## src/rtl/dmem_arbiter_if.sv

```systemverilog
// dmem_arbiter_if: two requester ports, their responses, and the word-only data memory bus
interface dmem_arbiter_if;
  logic        req0_valid, req0_ready, req0_we;
  logic [2:0]  req0_funct3;
  logic [31:0] req0_addr, req0_wdata;
  logic        req1_valid, req1_ready, req1_we;
  logic [2:0]  req1_funct3;
  logic [31:0] req1_addr, req1_wdata;
  logic        rsp0_valid, rsp0_err;
  logic [31:0] rsp0_rdata;
  logic        rsp1_valid, rsp1_err;
  logic [31:0] rsp1_rdata;
  logic        mem_read, mem_write;
  logic [2:0]  mem_funct3;
  logic [31:0] mem_addr, mem_wdata, mem_rdata;
  modport slave (
    input  req0_valid, req0_we, req0_funct3, req0_addr, req0_wdata,
    input  req1_valid, req1_we, req1_funct3, req1_addr, req1_wdata, mem_rdata,
    output req0_ready, req1_ready, rsp0_valid, rsp0_err, rsp0_rdata,
    output rsp1_valid, rsp1_err, rsp1_rdata,
    output mem_read, mem_write, mem_funct3, mem_addr, mem_wdata
  );
  modport master (
    output req0_valid, req0_we, req0_funct3, req0_addr, req0_wdata,
    output req1_valid, req1_we, req1_funct3, req1_addr, req1_wdata, mem_rdata,
    input  req0_ready, req1_ready, rsp0_valid, rsp0_err, rsp0_rdata,
    input  rsp1_valid, rsp1_err, rsp1_rdata,
    input  mem_read, mem_write, mem_funct3, mem_addr, mem_wdata
  );
endinterface

```

## src/rtl/dmem_arbiter.sv

```systemverilog
// dmem_arbiter: round-robin two-port arbiter onto a word-only data memory; DMEM_ARB_RMW_EN enables sb/sh via read-modify-write
module dmem_arbiter (
  input logic           clk,
  input logic           rst,
  dmem_arbiter_if.slave bus
);
`ifdef DMEM_ARB_RMW_EN
  typedef enum logic [2:0] {IDLE, READ, WRITE, RMW_RD, RMW_WR} state_t;
  localparam logic RMW = 1'b1;
`else
  typedef enum logic [1:0] {IDLE, READ, WRITE} state_t;
  localparam logic RMW = 1'b0;
`endif
  state_t           state_q, state_d;
  logic             ptr_q, ptr_d, port_q, gnt, take, err, rd, wr, done;
  logic [1:0]       valid, rsp_valid_q, rsp_err_q;
  logic [1:0][31:0] rsp_rdata_q;
  logic [2:0]       f3_q, sel_f3;
  logic             sel_we;
  logic [31:0]      addr_q, wdata_q, sel_addr, sel_wdata;
`ifdef DMEM_ARB_RMW_EN
  logic [31:0]      word_q, mask, merged;
  assign mask   = (f3_q[0] ? 32'h0000_FFFF : 32'h0000_00FF) << {addr_q[1:0], 3'b000};
  assign merged = (word_q & ~mask) | ((wdata_q << {addr_q[1:0], 3'b000}) & mask);
  assign rd     = state_q == READ || state_q == RMW_RD;
  assign wr     = state_q == WRITE || state_q == RMW_WR;
`else
  assign rd     = state_q == READ;
  assign wr     = state_q == WRITE;
`endif
  assign valid     = {bus.req1_valid, bus.req0_valid};
  assign gnt       = &valid ? ptr_q : valid[1];
  assign take      = state_q == IDLE && |valid && !rst;
  assign bus.req0_ready = take && !gnt;
  assign bus.req1_ready = take && gnt;
  assign sel_we    = gnt ? bus.req1_we : bus.req0_we;
  assign sel_f3    = gnt ? bus.req1_funct3 : bus.req0_funct3;
  assign sel_addr  = gnt ? bus.req1_addr : bus.req0_addr;
  assign sel_wdata = gnt ? bus.req1_wdata : bus.req0_wdata;
  assign err = sel_f3 == 3'b011 || sel_f3[2:1] == 2'b11 || (sel_we && sel_f3[2]) ||
               (sel_f3 == 3'b010 && sel_addr[1:0] != 2'b00) || (sel_f3[1:0] == 2'b01 && sel_addr[0]) ||
               (!RMW && sel_we && sel_f3 != 3'b010);
  assign done = state_q == READ || wr;
  assign bus.mem_read   = rd;
  assign bus.mem_write  = wr;
  assign bus.mem_funct3 = 3'b010;
  assign bus.mem_addr   = rd || wr ? {addr_q[31:2], 2'b00} : 32'h0;
`ifdef DMEM_ARB_RMW_EN
  assign bus.mem_wdata  = state_q == WRITE ? wdata_q : state_q == RMW_WR ? merged : 32'h0;
`else
  assign bus.mem_wdata  = state_q == WRITE ? wdata_q : 32'h0;
`endif
  assign bus.rsp0_valid = rsp_valid_q[0];
  assign bus.rsp1_valid = rsp_valid_q[1];
  assign bus.rsp0_err   = rsp_err_q[0];
  assign bus.rsp1_err   = rsp_err_q[1];
  assign bus.rsp0_rdata = rsp_rdata_q[0];
  assign bus.rsp1_rdata = rsp_rdata_q[1];

  function automatic logic [31:0] load_ext(input logic [2:0] f3, input logic [1:0] a, input logic [31:0] w);
    logic [7:0]  b;
    logic [15:0] h;
    b = a[1] ? (a[0] ? w[31:24] : w[23:16]) : (a[0] ? w[15:8] : w[7:0]);
    h = a[1] ? w[31:16] : w[15:0];
    return f3[1:0] == 2'b00 ? {{24{b[7] & !f3[2]}}, b} : f3[1:0] == 2'b01 ? {{16{h[15] & !f3[2]}}, h} : w;
  endfunction

  // next state: accepts leave IDLE unless rejected; every access state returns to IDLE except RMW_RD
  always_comb begin
    ptr_d   = take && &valid ? ~ptr_q : ptr_q;
    state_d = IDLE;
`ifdef DMEM_ARB_RMW_EN
    if (take && !err) state_d = !sel_we ? READ : sel_f3 == 3'b010 ? WRITE : RMW_RD;
    if (state_q == RMW_RD) state_d = RMW_WR;
`else
    if (take && !err) state_d = sel_we ? WRITE : READ;
`endif
  end

  // state, captured request, and one-cycle responses routed to the granted port
  always_ff @(posedge clk or posedge rst) begin
    if (rst) begin
      state_q     <= IDLE;
      ptr_q       <= 1'b0;
      port_q      <= 1'b0;
      f3_q        <= '0;
      addr_q      <= '0;
      wdata_q     <= '0;
      rsp_valid_q <= '0;
      rsp_err_q   <= '0;
      rsp_rdata_q <= '0;
`ifdef DMEM_ARB_RMW_EN
      word_q      <= '0;
`endif
    end else begin
      state_q     <= state_d;
      ptr_q       <= ptr_d;
      rsp_valid_q <= '0;
      rsp_err_q   <= '0;
      rsp_rdata_q <= '0;
      if (take) begin
        port_q  <= gnt;
        f3_q    <= sel_f3;
        addr_q  <= sel_addr;
        wdata_q <= sel_wdata;
      end
      if (take && err) begin
        rsp_valid_q[gnt] <= 1'b1;
        rsp_err_q[gnt]   <= 1'b1;
      end
      if (done) rsp_valid_q[port_q] <= 1'b1;
      if (state_q == READ) rsp_rdata_q[port_q] <= load_ext(f3_q, addr_q[1:0], bus.mem_rdata);
`ifdef DMEM_ARB_RMW_EN
      if (state_q == RMW_RD) word_q <= bus.mem_rdata;
`endif
    end
  end
endmodule

```

## src/flat_wrapper.sv

```systemverilog
// flat-port wrapper written by rule: the top's interface ports become plain ports
module dmem_arbiter_flat 
  (clk, rst, bus_req0_valid, bus_req0_we, bus_req0_funct3, bus_req0_addr, bus_req0_wdata, bus_req1_valid, bus_req1_we, bus_req1_funct3, bus_req1_addr, bus_req1_wdata, bus_mem_rdata, bus_req0_ready, bus_req1_ready, bus_rsp0_valid, bus_rsp0_err, bus_rsp0_rdata, bus_rsp1_valid, bus_rsp1_err, bus_rsp1_rdata, bus_mem_read, bus_mem_write, bus_mem_funct3, bus_mem_addr, bus_mem_wdata);
  dmem_arbiter_if bus_i ();
  input logic clk;
  input logic rst;
  input wire logic [$bits(bus_i.req0_valid)-1:0] bus_req0_valid;
  input wire logic [$bits(bus_i.req0_we)-1:0] bus_req0_we;
  input wire logic [$bits(bus_i.req0_funct3)-1:0] bus_req0_funct3;
  input wire logic [$bits(bus_i.req0_addr)-1:0] bus_req0_addr;
  input wire logic [$bits(bus_i.req0_wdata)-1:0] bus_req0_wdata;
  input wire logic [$bits(bus_i.req1_valid)-1:0] bus_req1_valid;
  input wire logic [$bits(bus_i.req1_we)-1:0] bus_req1_we;
  input wire logic [$bits(bus_i.req1_funct3)-1:0] bus_req1_funct3;
  input wire logic [$bits(bus_i.req1_addr)-1:0] bus_req1_addr;
  input wire logic [$bits(bus_i.req1_wdata)-1:0] bus_req1_wdata;
  input wire logic [$bits(bus_i.mem_rdata)-1:0] bus_mem_rdata;
  output wire logic [$bits(bus_i.req0_ready)-1:0] bus_req0_ready;
  output wire logic [$bits(bus_i.req1_ready)-1:0] bus_req1_ready;
  output wire logic [$bits(bus_i.rsp0_valid)-1:0] bus_rsp0_valid;
  output wire logic [$bits(bus_i.rsp0_err)-1:0] bus_rsp0_err;
  output wire logic [$bits(bus_i.rsp0_rdata)-1:0] bus_rsp0_rdata;
  output wire logic [$bits(bus_i.rsp1_valid)-1:0] bus_rsp1_valid;
  output wire logic [$bits(bus_i.rsp1_err)-1:0] bus_rsp1_err;
  output wire logic [$bits(bus_i.rsp1_rdata)-1:0] bus_rsp1_rdata;
  output wire logic [$bits(bus_i.mem_read)-1:0] bus_mem_read;
  output wire logic [$bits(bus_i.mem_write)-1:0] bus_mem_write;
  output wire logic [$bits(bus_i.mem_funct3)-1:0] bus_mem_funct3;
  output wire logic [$bits(bus_i.mem_addr)-1:0] bus_mem_addr;
  output wire logic [$bits(bus_i.mem_wdata)-1:0] bus_mem_wdata;
  assign bus_i.req0_valid = bus_req0_valid;
  assign bus_i.req0_we = bus_req0_we;
  assign bus_i.req0_funct3 = bus_req0_funct3;
  assign bus_i.req0_addr = bus_req0_addr;
  assign bus_i.req0_wdata = bus_req0_wdata;
  assign bus_i.req1_valid = bus_req1_valid;
  assign bus_i.req1_we = bus_req1_we;
  assign bus_i.req1_funct3 = bus_req1_funct3;
  assign bus_i.req1_addr = bus_req1_addr;
  assign bus_i.req1_wdata = bus_req1_wdata;
  assign bus_i.mem_rdata = bus_mem_rdata;
  assign bus_req0_ready = bus_i.req0_ready;
  assign bus_req1_ready = bus_i.req1_ready;
  assign bus_rsp0_valid = bus_i.rsp0_valid;
  assign bus_rsp0_err = bus_i.rsp0_err;
  assign bus_rsp0_rdata = bus_i.rsp0_rdata;
  assign bus_rsp1_valid = bus_i.rsp1_valid;
  assign bus_rsp1_err = bus_i.rsp1_err;
  assign bus_rsp1_rdata = bus_i.rsp1_rdata;
  assign bus_mem_read = bus_i.mem_read;
  assign bus_mem_write = bus_i.mem_write;
  assign bus_mem_funct3 = bus_i.mem_funct3;
  assign bus_mem_addr = bus_i.mem_addr;
  assign bus_mem_wdata = bus_i.mem_wdata;
  dmem_arbiter u_core (.clk(clk), .rst(rst), .bus(bus_i));
endmodule
```

## config.mk

```make
export PLATFORM = sky130hd
export DESIGN_NAME = dmem_arbiter_flat
export DESIGN_NICKNAME = d
export VERILOG_FILES = /design/src/rtl/dmem_arbiter_if.sv /design/src/rtl/dmem_arbiter.sv /design/src/flat_wrapper.sv
export SDC_FILE = /design/constraint.sdc
export NUM_CORES = 1
export LEC_CHECK = 0
export CAP_MARGIN = 20
export CELL_PAD_IN_SITES_DETAIL_PLACEMENT = 0
export CELL_PAD_IN_SITES_GLOBAL_PLACEMENT = 1
export CORE_MARGIN = 3
export CORE_UTILIZATION = 30
export CTS_CLUSTER_SIZE = 16
export DETAILED_ROUTE_END_ITERATION = 8
export PLACE_DENSITY = 0.84
export SLEW_MARGIN = 20
export SYNTH_ARGS = -nofsm -noshare
export SYNTH_HDL_FRONTEND = slang
export SYNTH_SLANG_ARGS = --single-unit
```

## constraint.sdc

```tcl
create_clock -name clk -period 16.1 [get_ports clk]
set_input_delay 4.83 -clock clk [delete_from_list [all_inputs] [get_ports clk]]
set_output_delay 4.83 -clock clk [all_outputs]
set_load 0.01 [all_outputs]
```

==> results of run 1 <==
## flip-flops by register name, indices dropped and copies added (netlist names), 2 cells and up
signal and flops:
u_core.bus.rsp0_rdata 32, u_core.wdata_q 32, u_core.rsp_err_q 2, u_core.state_q 2, u_core.addr_q 32, u_core.rsp_valid_q 2, u_core.f3_q 3, u_core.bus.rsp1_rdata 32
## synth_stat cells, drive strengths merged (3+ instances only)
cell type and count:
and2 69, nor2 5, mux2i 17, nor3 49, a21o 3, nand2 138
inv 8, ha 3, clkbuf 20, mux4 7, o21ai 16, dfrtp 139
a22oi 62, nor2b 31, a211oi 9, buf 30
## worst max path at each step
stage,start,endpoint,slack (ns),cells after the start
floorplan,rst,bus_req0_ready,5.62,3
global placement,rst,bus_req0_ready,4.69,5
detailed placement,rst,bus_req0_ready,4.67,5
CTS,rst,bus_req0_ready,4.67,5
global route,rst,bus_req0_ready,4.63,5
finish,rst,bus_req0_ready,4.69,5
## layout make-up
cell class                      instances  area (µm²)
Clock inverter                         11         219
Tap cell                              270         338
Timing Repair Buffer                  314        3120
Clock buffer                           18         439
Fill cell                            1901       10200
Inverter                                8        35.0
Multi-Input combinational cell        433        2680
Sequential cell                       139        3480
## worst max-delay path: cells and delay by family
family | cells | cell delay (ns)
simple gates | 1 | 0.24
buf+inv | 3 | 1.31
compound gates | 1 | 0.21
## cells by family (layout without fill, tap and decap cells)
group	Yosys count	in the layout
compound gates	98	98
simple gates	300	300
other cells	2	5
flops	139	139
xor+xnor	1	1
mux	26	26
fa+ha+maj	3	3
buf+inv	58	351
## per-layer routing
layer / wire length [µm] / vias to the layer above
met2: 11000 / 269
li1: - / 2690
met1: 8370 / 2695
met5: 27 / -
met3: 2250 / 24
met4: 411 / 4
## through the flow
| stage | total power [mW] | area, µm² | worst slack (ns) | util [%] | hold WS (ns) |
|---|---|---|---|---|---|
| 2_1_floorplan | 0.565 | 6400 | 5.62 | - | 0.472 |
| 3_3_place_gp | 0.665 | 9650 | 4.69 | 46.9 | 0.485 |
| 3_5_place_dp | 0.671 | 9650 | 4.67 | 46.9 | 0.490 |
| 4_1_cts | 1.12 | 10300 | 4.67 | 50.1 | 0.505 |
| 5_1_grt | 1.16 | 10300 | 4.63 | 50.2 | 0.524 |
| 6_report | 1.11 | 10300 | 4.69 | 50.2 | 0.499 |
## power by group
| group | total, mW | switching, mW | internal, mW |
|---|---|---|---|
| registers | 0.431 | 0.0345 | 0.397 |
| clock network | 0.444 | 0.151 | 0.293 |
| logic | 0.231 | 0.111 | 0.120 |
| total | 1.11 | 0.297 | 0.810 |
==> impl_metrics.csv, run 1 <==
group,metric,value,unit
min_path,hold_end,"u_core.wdata_q[14]",
synthesis,synth_top_family_by_area,"simple AND/OR/NAND/NOR gates",
cts,clock_latency,0.41,ns
worst_setup_path,cp-start-kind,"primary input",
synthesis,synth_top_cell_by_area,"dfrtp_1",
worst_setup_path,cp_cell_sequence,"clkdlybuf4s50_1 > nand2b_1 > a211oi_4 > buf_4 > clkdlybuf4s50_1",
outcome,status,"complete, no violations",
worst_setup_path,required,11.27,ns
grt,grt_max_degree,73,
cells_and_area,final_cells,1193,
cts,post_cts_buffers,0,
synthesis,synthTopCellsByArea,"dfrtp_1 54%, nand2_1 8.1%, a22oi_1 7.3%",
drt,totalWireLength,22000,µm
worst_setup_path,worstReg2RegEnd,"u_core.wdata_q[20]",
drt,drc,0,
worst_setup_path,worstSetupEndpointType,"output port",
cts,cts_root_buffer,"clkbuf_16",
drt,vias,5682,
cts,numClockSinks,139,
cts,tritoncts,"done",
floorplan,io_pins,311,
timing,rsz0062_at_grt,"no",
worst_setup_path,crit_path_frequent_cell,"clkdlybuf4s50_1",
cts,clockBufferDepth,2,
synthesis,syn-cell-area,6390,µm²
synthesis,synth_xor_area_share,0.137,%
grt,grt_overflow_total,0,
drt,ant_nets,0,
worst_setup_path,cp_slowest_cell,"clkdlybuf4s50_1",
cells_and_area,drive_gt1_share,7.37,%
drt,routedWlPerCell,18.5,µm
floorplan,start_util,31.1,%
worst_setup_path,rr_worst_depth,7,
synthesis,seq_area_frac_synth,54.4,%
synthesis,ys_ff_latch,139,
min_path,hp-start,"u_core.wdata_q[14]",
grt,grtUsageMet2,31.9,%
cells_and_area,nNetsFinal,1088,
timing,setup_viol,0,
synthesis,synth-compound-area-share,11.3,%
synthesis,yosys.area_share.simple,23.8,%
power_and_ir_drop,p_per_area,107,nW/µm²
drt,vias_per_cell,4.76,
placed_design,place_congestion,0.805,
power_and_ir_drop,ir_drop,65.6,µV
floorplan,die-height,152,µm
cts,ctsHtreeMaxLevel,4,
grt,grt_use_met1,21.2,%
cts,numCtsBuffers,17,
timing,setup_tns,0,ns
synthesis,avgSynthCellArea,10.2,µm²
timing,fmax,87.7,MHz
cells_and_area,final_common_cell,"clkdlybuf4s50_1",
min_path,min_path_type,"reg2reg",
timing,tightest_slew,0.882,ns
synthesis,synth_fa_ha_area_share,0.587,%
grt,grtUsageTotal,18.7,%
cells_and_area,final_cell_mix,"305 x clkdlybuf4s50_1, 139 x dfrtp_1, 138 x nand2_1, 64 x and2_1, 62 x a22oi_1",
worst_setup_path,crit_path_max_fanout,9,
synthesis,yosysWarnings,0,
synthesis,synth-edff-count,0,
cts,ctsResizeCount,0,
cts,ctsHoldBuffers,0,
placed_design,dpl.cell_count,1164,
placed_design,dpl.hpwl,16000,µm
synthesis,synth.area.mux_share,5.48,%
min_path,holdPathStages,2,
synthesis,yosysTopAreaCellShare,54.4,%
worst_setup_path,slowest_delay,0.57,ns
grt,busiest_layer,"met2",
cts,path_clk_slew,0.05,ns
synthesis,synth_ff_type,"dfrtp_1",
floorplan,die-area,23100,µm²
placed_design,io_buffers,305,
grt,antenna_found_initial,2,
timing,relSlewSlack,41.2,%
worst_setup_path,r2r_start,"u_core.state_q[0]",
drt,firstDrtPassIters,5,
drt,drtIter0Drc,280,
timing,period_needed,11.41,ns
grt,first_global_vias,5963,
cells_and_area,area_growth,61.4,%
synthesis,syn_inst,627,
timing,slew_violations,0,
grt,use_met3,8.67,%
worst_setup_path,worst_ep_arrival_time,6.58,ns
floorplan,core,20600,µm²
worst_setup_path,path_class,"in2out",
worst_setup_path,rrSetupSlack,13.85,ns
synthesis,yosysUniqueCellTypes,41,
grt,grt_pass1_wl,34000,µm
timing,finClkSkew,0.00924,ns
floorplan,die_x,152,µm
floorplan,row_count,52,
power_and_ir_drop,leakagePower,4.48,nW
synthesis,async_flop_share,100,%
job,maxCapViolations,0,
timing,period_share,70.9,%
timing,hold_viol,0,
cells_and_area,antennaDiodeCount,0,
Power figures use the tool's default switching activity.
==> run 2, diff against run 1 <==
==> constraint.sdc (replaced) <==
create_clock -name clk -period 11.55 [get_ports clk]
set_input_delay 3.465 -clock clk [delete_from_list [all_inputs] [get_ports clk]]
set_output_delay 3.465 -clock clk [all_outputs]
set_load 0.01 [all_outputs]
==> run 2 against run 1 <==
Effect of this change:
- via count shrank 0.18%
- register-to-register slack lost 4.6 ns
- non-clock buffer count shrank 1
- hold slack gained 0.0012 ns
- count of clock-buffer cells in the layout grew 1
==> impl_metrics.csv, run 2 (synthesis gave the netlist of run 1 again) <==
group,metric,value,unit
cells_and_area,final_cell_mix,"305 x clkdlybuf4s50_1, 139 x dfrtp_1, 138 x nand2_1, 64 x and2_1, 62 x a22oi_1",
worst_setup_path,required,8.09,ns
cts,numClockSinks,139,
cts,post_cts_buffers,0,
worst_setup_path,crit_path_max_fanout,3,
cts,clock_latency,0.42,ns
job,maxCapViolations,0,
drt,totalWireLength,22200,µm
grt,grt_max_degree,76,
placed_design,io_buffers,305,
floorplan,row_count,52,
drt,drc,0,
timing,setup_viol,0,
floorplan,die_x,152,µm
placed_design,dpl.hpwl,15900,µm
cts,tritoncts,"done",
timing,finClkSkew,0.0131,ns
worst_setup_path,path_class,"in2out",
cts,ctsHoldBuffers,0,
timing,fmax,116,MHz
cts,numCtsBuffers,17,
timing,rsz0062_at_grt,"no",
outcome,status,"complete, no violations",
grt,grt_pass1_wl,33800,µm
grt,grtUsageTotal,18.7,%
timing,tightest_slew,0.896,ns
timing,setup_tns,0,ns
cts,path_clk_slew,0.06,ns
power_and_ir_drop,leakagePower,4.45,nW
grt,antenna_found_initial,2,
timing,relSlewSlack,40.3,%
drt,ant_nets,0,
floorplan,io_pins,311,
floorplan,start_util,31.1,%
power_and_ir_drop,p_per_area,146,nW/µm²
placed_design,place_congestion,0.807,
placed_design,place_area,9640,µm²
cts,ctsResizeCount,0,
grt,first_global_vias,5887,
cts,cts_root_buffer,"clkbuf_16",
cells_and_area,area_growth,60.4,%
drt,vias_per_cell,4.75,
grt,grt_overflow_total,0,
cts,clockBufferDepth,2,
timing,period_share,74.8,%
timing,slew_violations,0,
drt,firstDrtPassIters,4,
cells_and_area,nNetsFinal,1087,
drt,routedWlPerCell,18.6,µm
drt,vias,5672,
cells_and_area,final_common_cell,"clkdlybuf4s50_1",
power_and_ir_drop,ir_drop,93.1,µV
floorplan,die-height,152,µm
cts,ctsHtreeMaxLevel,4,
worst_setup_path,worstSetupEndpointType,"output port",
worst_setup_path,cp-start-kind,"primary input",
timing,period_needed,8.63,ns
floorplan,die-area,23100,µm²
drt,drtIter0Drc,269,
min_path,min_path_type,"reg2reg",
cells_and_area,drive_gt1_share,7.15,%
cells_and_area,fin_area,10300,µm²
timing,hold_viol,0,
worst_setup_path,worst_ep_arrival_time,5.17,ns
floorplan,core,20600,µm²
## run 2: cell count changes in the layout (fill, tap and decap cells not counted), sizes merged
cell | previous run | this run
clkbuf | 18 | 19
buf | 9 | 8
clkinv | 3 | 4
bufinv | 6 | 4
diode | 0 | 1
clkinvlp | 1 | 2
## run 2: where the power goes
| part | switching [mW] | leakage, nW | internal, mW |
|---|---|---|---|
| Combinational | 0.156 | 2.34 | 0.166 |
| Sequential | 0.0486 | 1.82 | 0.553 |
| Clock | 0.210 | 0.289 | 0.360 |
| Total | 0.415 | 4.45 | 1.08 |
## run 2: routing by layer
metal	up-vias	global-route usage [%]	part of all wire (%)
met4	2	7.45	2.8
met2	256	30.6	48
met5	-	0	0.041
met3	35	7.88	9.1
met1	2691	21.8	40
li1	2688	-	-
## run 2: layout make-up
type	instances	area [µm²]
repair buffers	313	3110
clock buffers	19	433
fillers	1942	10300
flip-flops and latches	139	3480
inverters	8	35.0
multi-input cells	433	2680
diodes	1	2.50
clock inverters	11	171
well taps	270	338
## run 2: path summary, 6_finish.rpt
path / endpoint / cells past startpoint / startpoint / slack (ns)
max reg2reg: u_core.wdata_q[18] / 7 / u_core.state_q[0] / 9.28
max: bus_req0_ready / 4 / rst / 2.92
min in group asynchronous: u_core.addr_q[9] / 2 / rst / 3.58
max in group asynchronous: u_core.bus.rsp0_rdata[23] / 3 / rst / 6.65
min reg2reg: u_core.wdata_q[14] / 2 / u_core.wdata_q[14] / 0.50
min: u_core.wdata_q[14] / 2 / u_core.wdata_q[14] / 0.50
## run 2: critical path, cell delays in order
cell,delay [ns]
clkdlybuf4s50_1,0.50
nand2b_1,0.24
a211oi_4,0.32
clkdlybuf4s50_1,0.65
## run 2: per-stage QoR
stage	util [%]	worst slack [ns]	hold slack (ns)	total power, mW	std cells
final	49.9	2.92	0.501	1.49	1194
after global routing	49.9	2.84	0.524	1.57	1194
after CTS	49.8	2.88	0.505	1.51	1193
after detailed placement	46.9	2.89	0.491	0.935	1163
after global placement	46.9	2.90	0.486	0.927	1163
after floorplan	-	3.80	0.472	0.787	630
